### src/rtl/mem_wb_pkg.sv
// Shared defaults and beat layout for the MEM/WB pipeline register.
package mem_wb_pkg;
  localparam int DATA_W_DEF = 32;
  localparam int RD_W_DEF   = 4;

  // Field order matches the flat {result, rd, reg_write} packing used by the top.
  typedef struct packed {
    logic [DATA_W_DEF-1:0] result;
    logic [RD_W_DEF-1:0]   rd;
    logic                  reg_write;
  } beat_t;

  localparam int BEAT_W_DEF = $bits(beat_t);
endpackage

### src/rtl/mem_wb_pipe_skid.sv
// Entry storage and ready logic for the MEM/WB register; two-entry registered-ready
// skid buffer when MEM_WB_SKID_EN is defined, single entry otherwise.
module wb_skid_buffer #(
  parameter int W = 37
) (
  input  logic         clk,
  input  logic         reset,
  input  logic         flush,
  input  logic         in_valid,
  output logic         in_ready,
  input  logic [W-1:0] in_data,
  output logic         out_valid,
  input  logic         out_ready,
  output logic [W-1:0] out_data,
  output logic [1:0]   occupancy
);
  logic         main_vld_p0;
  logic [W-1:0] main_p0;
  logic         accept;
  logic         drain;

  assign drain = main_vld_p0 & out_ready;

`ifdef MEM_WB_SKID_EN
  logic         skid_vld_p0;
  logic [W-1:0] skid_p0;

  // skid_vld_p0 is a flop, so in_ready never sees out_ready combinationally.
  assign in_ready = ~skid_vld_p0;
  assign accept   = in_valid & in_ready & ~flush;

  // ---- stage p0: main/skid entries ----
  always_ff @(posedge clk or negedge reset) begin
    if (!reset) begin
      main_vld_p0 <= 1'b0;
      skid_vld_p0 <= 1'b0;
      main_p0     <= '0;
      skid_p0     <= '0;
    end else if (flush) begin
      main_vld_p0 <= 1'b0;
      skid_vld_p0 <= 1'b0;
    end else if (drain) begin
      if (skid_vld_p0) begin
        main_p0     <= skid_p0;
        skid_vld_p0 <= 1'b0;
      end else if (accept) begin
        main_p0 <= in_data;
      end else begin
        main_vld_p0 <= 1'b0;
      end
    end else if (accept) begin
      if (main_vld_p0) begin
        skid_p0     <= in_data;
        skid_vld_p0 <= 1'b1;
      end else begin
        main_p0     <= in_data;
        main_vld_p0 <= 1'b1;
      end
    end
  end

  assign occupancy = {1'b0, main_vld_p0} + {1'b0, skid_vld_p0};
`else
  assign in_ready = out_ready | ~main_vld_p0;
  assign accept   = in_valid & in_ready & ~flush;

  // ---- stage p0: single entry ----
  always_ff @(posedge clk or negedge reset) begin
    if (!reset) begin
      main_vld_p0 <= 1'b0;
      main_p0     <= '0;
    end else if (flush) begin
      main_vld_p0 <= 1'b0;
    end else if (accept) begin
      main_p0     <= in_data;
      main_vld_p0 <= 1'b1;
    end else if (drain) begin
      main_vld_p0 <= 1'b0;
    end
  end

  assign occupancy = {1'b0, main_vld_p0};
`endif

  assign out_valid = main_vld_p0;
  assign out_data  = main_p0;
endmodule

### src/rtl/mem_wb_pipe.sv
// MEM/WB pipeline register with valid/ready handshake and WB forwarding outputs.
// Define MEM_WB_SKID_EN for the two-entry registered-ready variant.
module mem_wb_pipe
  import mem_wb_pkg::*;
#(
  parameter int DATA_W = DATA_W_DEF,
  parameter int RD_W   = RD_W_DEF
) (
  input  logic              clk,
  input  logic              reset,
  input  logic              flush,
  input  logic              in_valid,
  output logic              in_ready,
  input  logic [DATA_W-1:0] in_result,
  input  logic [RD_W-1:0]   in_rd,
  input  logic              in_reg_write,
  output logic              out_valid,
  input  logic              out_ready,
  output logic [DATA_W-1:0] out_result,
  output logic [RD_W-1:0]   out_rd,
  output logic              out_reg_write,
  output logic              wb_fwd_valid,
  output logic [DATA_W-1:0] wb_forwarded_data,
  output logic [1:0]        occupancy
);
  localparam int BW = DATA_W + RD_W + 1;

  logic [BW-1:0] in_beat;
  logic [BW-1:0] head;

  assign in_beat = {in_result, in_rd, in_reg_write};

  wb_skid_buffer #(.W(BW)) u_buf (
    .clk       (clk),
    .reset     (reset),
    .flush     (flush),
    .in_valid  (in_valid),
    .in_ready  (in_ready),
    .in_data   (in_beat),
    .out_valid (out_valid),
    .out_ready (out_ready),
    .out_data  (head),
    .occupancy (occupancy)
  );

  // Fields read as zero whenever no beat is presented.
  assign out_result        = out_valid ? head[BW-1 -: DATA_W] : '0;
  assign out_rd            = out_valid ? head[RD_W:1] : '0;
  assign out_reg_write     = out_valid & head[0];
  assign wb_fwd_valid      = out_valid & out_reg_write;
  assign wb_forwarded_data = wb_fwd_valid ? out_result : '0;
endmodule

### config.mk
export PLATFORM = sky130hd
export DESIGN_NAME = mem_wb_pipe
export DESIGN_NICKNAME = d
export VERILOG_FILES = /design/src/rtl/mem_wb_pkg.sv /design/src/rtl/mem_wb_pipe_skid.sv /design/src/rtl/mem_wb_pipe.sv
export SDC_FILE = /design/constraint.sdc
export NUM_CORES = 1
export LEC_CHECK = 0
export CAP_MARGIN = 5
export CORE_AREA = 2 2 73 75
export CTS_BUF_LIST = sky130_fd_sc_hd__clkbuf_8
export DETAILED_ROUTE_END_ITERATION = 10
export DIE_AREA = 0 0 75 77
export PLACE_DENSITY = 0.87
export SYNTH_ARGS = -nofsm -noshare
export SYNTH_HDL_FRONTEND = slang
export SYNTH_SLANG_ARGS = --single-unit
export TNS_END_PERCENT = 10
### constraint.sdc
create_clock -name clk -period 3.5 [get_ports clk]
set_input_delay 0.35 -clock clk [delete_from_list [all_inputs] [get_ports clk]]
set_output_delay 0.35 -clock clk [all_outputs]
set_load 0.03 [all_outputs]
==> results.sh, run 1 <==
export IMPL_final_cell_mix="clkdlybuf4s50_1 (113), dfrtp_1 (38), and2_1 (37), and3_1 (32), mux2_4 (30)"
export IMPL_rows=26
export IMPL_status="completed"
export IMPL_ctsRootBufferMaster="clkbuf_8"
export IMPL_hold_class="in -> async"
export IMPL_hold_viol_final=0
export IMPL_timing_worst_setup_path_type="reg -> out"
export IMPL_final_setup_tns_ps=0
export IMPL_power_leakage_nw=1.49
export IMPL_synth_seq_cells=38
export IMPL_ant_nets=0
export IMPL_fin_skew_ps=3.14
export IMPL_cts_buffers=5
export IMPL_dr_first_iter_drc_count=35
export IMPL_setup_viol=0
export IMPL_fin_crit_ps=2610
export IMPL_clockBufferDepth=2
export IMPL_cp_end_kind="primary output"
export IMPL_maxCapViolCount=0
export IMPL_syn_avg_cell_area_sq_um=12.5
export IMPL_final_common_cell="clkdlybuf4s50_1"
export IMPL_p_sw_frac=0.310
export IMPL_die_x_um=75
export IMPL_placed_cell_area_sq_mm=0.00322
export IMPL_post_route_cells_drive_above_1_share=0.182
export IMPL_port_buffers=114
export IMPL_peakVddDrop_uv=260
export IMPL_ys_seq_area_frac=0.456
export IMPL_first_global_vias=1539
export IMPL_slew_headroom=0.422
export IMPL_synth_cell_types=14
export IMPL_intPower_w=0.000934
export IMPL_avgViaCountPerCell=4.53
export IMPL_io_pins=116
export IMPL_h_tree_depth=2
export IMPL_synth_top_family_by_area="multiplexers"
export IMPL_cp_max_fo=37
export IMPL_antenna_cells=0
export IMPL_grt_max_degree=39
export IMPL_multi_input_area_sq_mm=0.00100
export IMPL_seqPwrFrac=0.431
export IMPL_synth_simple_area_share=0.223
export IMPL_drv_slew=0
export IMPL_grt_usage=0.167
export IMPL_cts_hold_buffers=0
export IMPL_power_density_mw_per_mm2=409
export IMPL_finalNetCount=316
export IMPL_required_ps=3150
export IMPL_synthCells=167
export IMPL_fin_cells=345
export IMPL_switchingPower_w=0.000420
export IMPL_rsz0062_at_grt="no"
export IMPL_syn_area_sq_mm=0.00208
export IMPL_synth_compound_area_frac=0
export IMPL_cts_resized=0
export IMPL_die_h_um=77
export IMPL_cts_sinks=38
export IMPL_critPathLaunchType="flop"
export IMPL_design_core_area_sq_mm=0.00498
export IMPL_syn_num_nets=209
export IMPL_dp_cells=337
export IMPL_drcViolationCount=0
export IMPL_regArea_sq_um=951
export IMPL_initial_core_util=0.419
export IMPL_post_route_util=0.665
export IMPL_power_share_clock=0.217
export IMPL_totalWireLength_mm=4.75
export IMPL_synth_xor_area_frac=0
export IMPL_vias=1563
export IMPL_gp_congestion=0.731
export IMPL_grt_pass1_wl_mm=7.47
export IMPL_post_cts_setup_buffers=0
export IMPL_grt_remaining_overflow=0
export IMPL_syn_to_final_growth_pct=58.8
export IMPL_post_drt_wl_per_cell_um=13.8
export IMPL_design_area_sq_mm=0.00331
export IMPL_p_comb_frac=0.353
export IMPL_fin_ws_ps=887
export IMPL_place_ws_ps=1170
export IMPL_die_area_sq_mm=0.00578
export IMPL_fill_cells=390
export IMPL_cts_clk_slew_worst_paths_ps=70
export IMPL_clock_latency_ps=270
export IMPL_synth_fa_ha_area_frac=0
export IMPL_worstPathArrival_ps=2260
export IMPL_fin_crit_sh=0.747
export IMPL_cts_tree="yes"
export IMPL_hpwl_mm=3.56
export IMPL_ys_warn_count=0
export IMPL_antenna_found_initial=0
export IMPL_worst_pin_slew_ps=866
export IMPL_synth_mux_area_frac=0.254
export IMPL_max_freq_mhz=383
export IMPL_reg2reg_depth=4
export IMPL_firstDrtPassIters=4
## flip-flops by register name, summed over array words and instances (netlist names)
| name | cells |
|---|---|
| u_buf.out_data | 37 |
| u_buf.out_valid | 1 |
## metrics by stage
step                total power, W  hold WS [ps]
finish                     0.00135           166
detailed placement         0.00107           493
global placement           0.00106           484
floorplan                 0.000871          54.4
CTS                        0.00138           193
global route               0.00143           246
## synth_stat cells
cell type | instances | share of area
buf_12 | 3 | 0.029
mux2_2 | 7 | 0.038
inv_1 | 1 | 0.0018
mux2_4 | 30 | 0.22
and2_1 | 37 | 0.11
nor2_1 | 2 | 0.0036
conb_1 | 1 | 0.0018
buf_4 | 3 | 0.011
nor2b_4 | 1 | 0.0066
buf_6 | 1 | 0.0054
clkbuf_1 | 10 | 0.018
dfrtp_1 | 38 | 0.46
and3_1 | 32 | 0.096
nor3b_2 | 1 | 0.0060
## critical path, stage by stage, from the launching register on
cell             delay [ps]
dfrtp_1                 870
buf_12                  250
and3_1                  170
clkdlybuf4s50_1         690
## routing by layer
metal | vias up | wire length, um | GRT usage
li1 | 766 | - | -
met1 | 732 | 1950 | 0.198
met2 | 61 | 2420 | 0.286
met3 | 4 | 345 | 0.0499
met4 | 0 | 36 | 0.0482
met5 | - | 0 | 0
## power groups by stage
| stage | Sequential (W) | Clock [W] | Combinational [W] |
|---|---|---|---|
| after floorplan | 0.000556 | 0 | 0.000315 |
| after global placement | 0.000587 | 0 | 0.000472 |
| after detailed placement | 0.000590 | 0 | 0.000482 |
| after CTS | 0.000584 | 0.000309 | 0.000483 |
| after global routing | 0.000596 | 0.000326 | 0.000505 |
| final | 0.000583 | 0.000293 | 0.000477 |
## cells by family after synthesis
logic type / count (synthesis)
simple gates: 73
flops: 38
mux: 37
buf+inv: 18
other cells: 1
## worst paths after layout
path | startpoint | end | slack [ps]
hold reg to reg | u_buf.out_data[24] | u_buf.out_data[24] | 510
setup / recovery | u_buf.out_valid | wb_forwarded_data[15] | 890
max in group asynchronous | reset | u_buf.out_data[28] | 2820
setup reg to reg | u_buf.out_valid | u_buf.out_data[27] | 1510
min in group clk | u_buf.out_data[24] | u_buf.out_data[24] | 510
hold / removal | reset | u_buf.out_data[36] | 170
## cell type report
type,instances,share of cell area
clock buffers,6,0.0250
well taps,70,0.0265
repair buffers,117,0.354
flip-flops and latches,38,0.287
clock inverters,2,0.00265
multi-input cells,111,0.304
inverters,1,0.00113
Power figures use the tool's default switching activity.
==> run 2: changes to the inputs <==
Settings changed: CORE_AREA 2 2 73 75 to 2 2 76 78, DIE_AREA 0 0 75 77 to 0 0 78 80, PLACE_DENSITY 0.87 to 0.81.
Clock period 3.5 ns to 2.65 ns, I/O delays scaled along.
==> run 2 against run 1 <==
Sequential power up 31%. Die area up 8.1%. Critical path depth down 1. Largest cell class unchanged. Highest routed layer unchanged.
==> results.sh, run 2 (synthesized netlist as in run 1, its figures left out) <==
export IMPL_grt_pass1_wl_mm=7.85
export IMPL_finalNetCount=316
export IMPL_fill_cells=442
export IMPL_cts_hold_buffers=0
export IMPL_status="completed"
export IMPL_drv_slew=0
export IMPL_fin_ws_ps=227
export IMPL_ctsRootBufferMaster="clkbuf_8"
export IMPL_post_drt_wl_per_cell_um=13.8
export IMPL_critPathLaunchType="flop"
export IMPL_totalWireLength_mm=4.78
export IMPL_grt_usage=0.160
export IMPL_peakVddDrop_uv=292
export IMPL_final_common_cell="clkdlybuf4s50_1"
export IMPL_fin_crit_ps=2420
export IMPL_fin_skew_ps=5.13
export IMPL_maxCapViolCount=0
export IMPL_vias=1593
export IMPL_post_cts_setup_buffers=0
export IMPL_power_leakage_nw=1.49
export IMPL_worstPathArrival_ps=2160
export IMPL_cts_buffers=5
export IMPL_grt_max_degree=39
export IMPL_h_tree_depth=2
export IMPL_grt_remaining_overflow=0
export IMPL_required_ps=2380
export IMPL_port_buffers=114
export IMPL_hpwl_mm=3.44
export IMPL_antenna_found_initial=0
export IMPL_place_ws_ps=520
export IMPL_cts_resized=0
export IMPL_post_route_cells_drive_above_1_share=0.182
export IMPL_clockBufferDepth=2
export IMPL_worst_pin_slew_ps=876
export IMPL_hold_class="in -> async"
export IMPL_max_freq_mhz=413
export IMPL_hold_viol_final=0
export IMPL_cp_end_kind="primary output"
export IMPL_die_area_sq_mm=0.00624
export IMPL_avgViaCountPerCell=4.59
export IMPL_io_pins=116
export IMPL_first_global_vias=1619
export IMPL_timing_worst_setup_path_type="reg -> out"
export IMPL_final_cell_mix="clkdlybuf4s50_1 (113), dfrtp_1 (38), and2_1 (37), and3_1 (32), mux2_4 (30)"
export IMPL_dr_wl_met2_mm=2.38
export IMPL_cts_tree="yes"
export IMPL_setup_viol=0
export IMPL_firstDrtPassIters=4
export IMPL_design_core_area_sq_mm=0.00541
export IMPL_die_h_um=80
export IMPL_drcViolationCount=0
export IMPL_wl_met1_mm=2.11
export IMPL_rsz0062_at_grt="no"
export IMPL_largest_reg_flops=37
export IMPL_rows=27
export IMPL_antenna_cells=0
export IMPL_initial_core_util=0.386
export IMPL_final_setup_tns_ps=0
export IMPL_syn_to_final_growth_pct=58.9
export IMPL_die_x_um=78
export IMPL_wl_met3_um=268
export IMPL_cts_clk_slew_worst_paths_ps=70
export IMPL_gp_congestion=0.723
export IMPL_ant_nets=0
export IMPL_dr_first_iter_drc_count=34
export IMPL_top_layer_used="met4"
export IMPL_fin_crit_sh=0.914
export IMPL_cp_max_fo=34
export IMPL_cts_sinks=38
export IMPL_power_density_mw_per_mm2=541
export IMPL_clock_latency_ps=280
export IMPL_slew_headroom=0.416
run 2: area by class of cell:
type / count / area, sq um / share of cell area
well taps: 72 / 90.1 / 0.0272
clock buffers: 6 / 82.6 / 0.0249
clock inverters: 2 / 8.76 / 0.00264
repair buffers: 117 / 1170 / 0.354
multi-input cells: 111 / 1000 / 0.303
inverters: 1 / 3.75 / 0.00113
flip-flops and latches: 38 / 951 / 0.287
run 2: worst paths after layout:
kind / startpoint / to / slack, ps / depth (start not counted)
min in group clk: u_buf.out_data[1] / u_buf.out_data[1] / 500 / 1
worst min-delay path: reset / u_buf.out_data[31] / 80 / 1
worst max register to register: u_buf.out_valid / u_buf.out_data[27] / 860 / 5
worst min register to register: u_buf.out_data[1] / u_buf.out_data[1] / 500 / 1
max in group asynchronous: reset / u_buf.out_data[13] / 2040 / 1
worst max-delay path: u_buf.out_data[0] / wb_forwarded_data[21] / 230 / 2
run 2: critical path, stage by stage, from the launching register on:
cell and delay, ps:
dfrtp_1 920, and3_1 270, clkdlybuf4s50_1 690
run 2: stage by stage:
stage,total power [W],area (sq um),hold slack [ps],util,std cells
floorplan,0.00115,2080,-30.6,-,167
global placement,0.00140,3220,415,0.596,339
detailed placement,0.00141,3220,421,0.596,339
CTS,0.00182,3310,114,0.613,347
global route,0.00190,3310,149,0.613,347
finish,0.00179,3310,83.5,0.613,347
run 2: metal layers:
layer,GRT usage,vias to the layer above
li1,-,774
met1,0.200,757
met2,0.272,60
met3,0.0441,2
met4,0.0421,0
met5,0,-
run 2: power by group:
| part | total, W | internal [W] | switching [W] | leakage (nW) |
|---|---|---|---|---|
| Sequential | 0.000762 | 0.000678 | 0.0000845 | 0.448 |
| Clock | 0.000393 | 0.000206 | 0.000187 | 0.0524 |
| Combinational | 0.000637 | 0.000350 | 0.000287 | 0.992 |
| Total | 0.00179 | 0.00123 | 0.000559 | 1.49 |
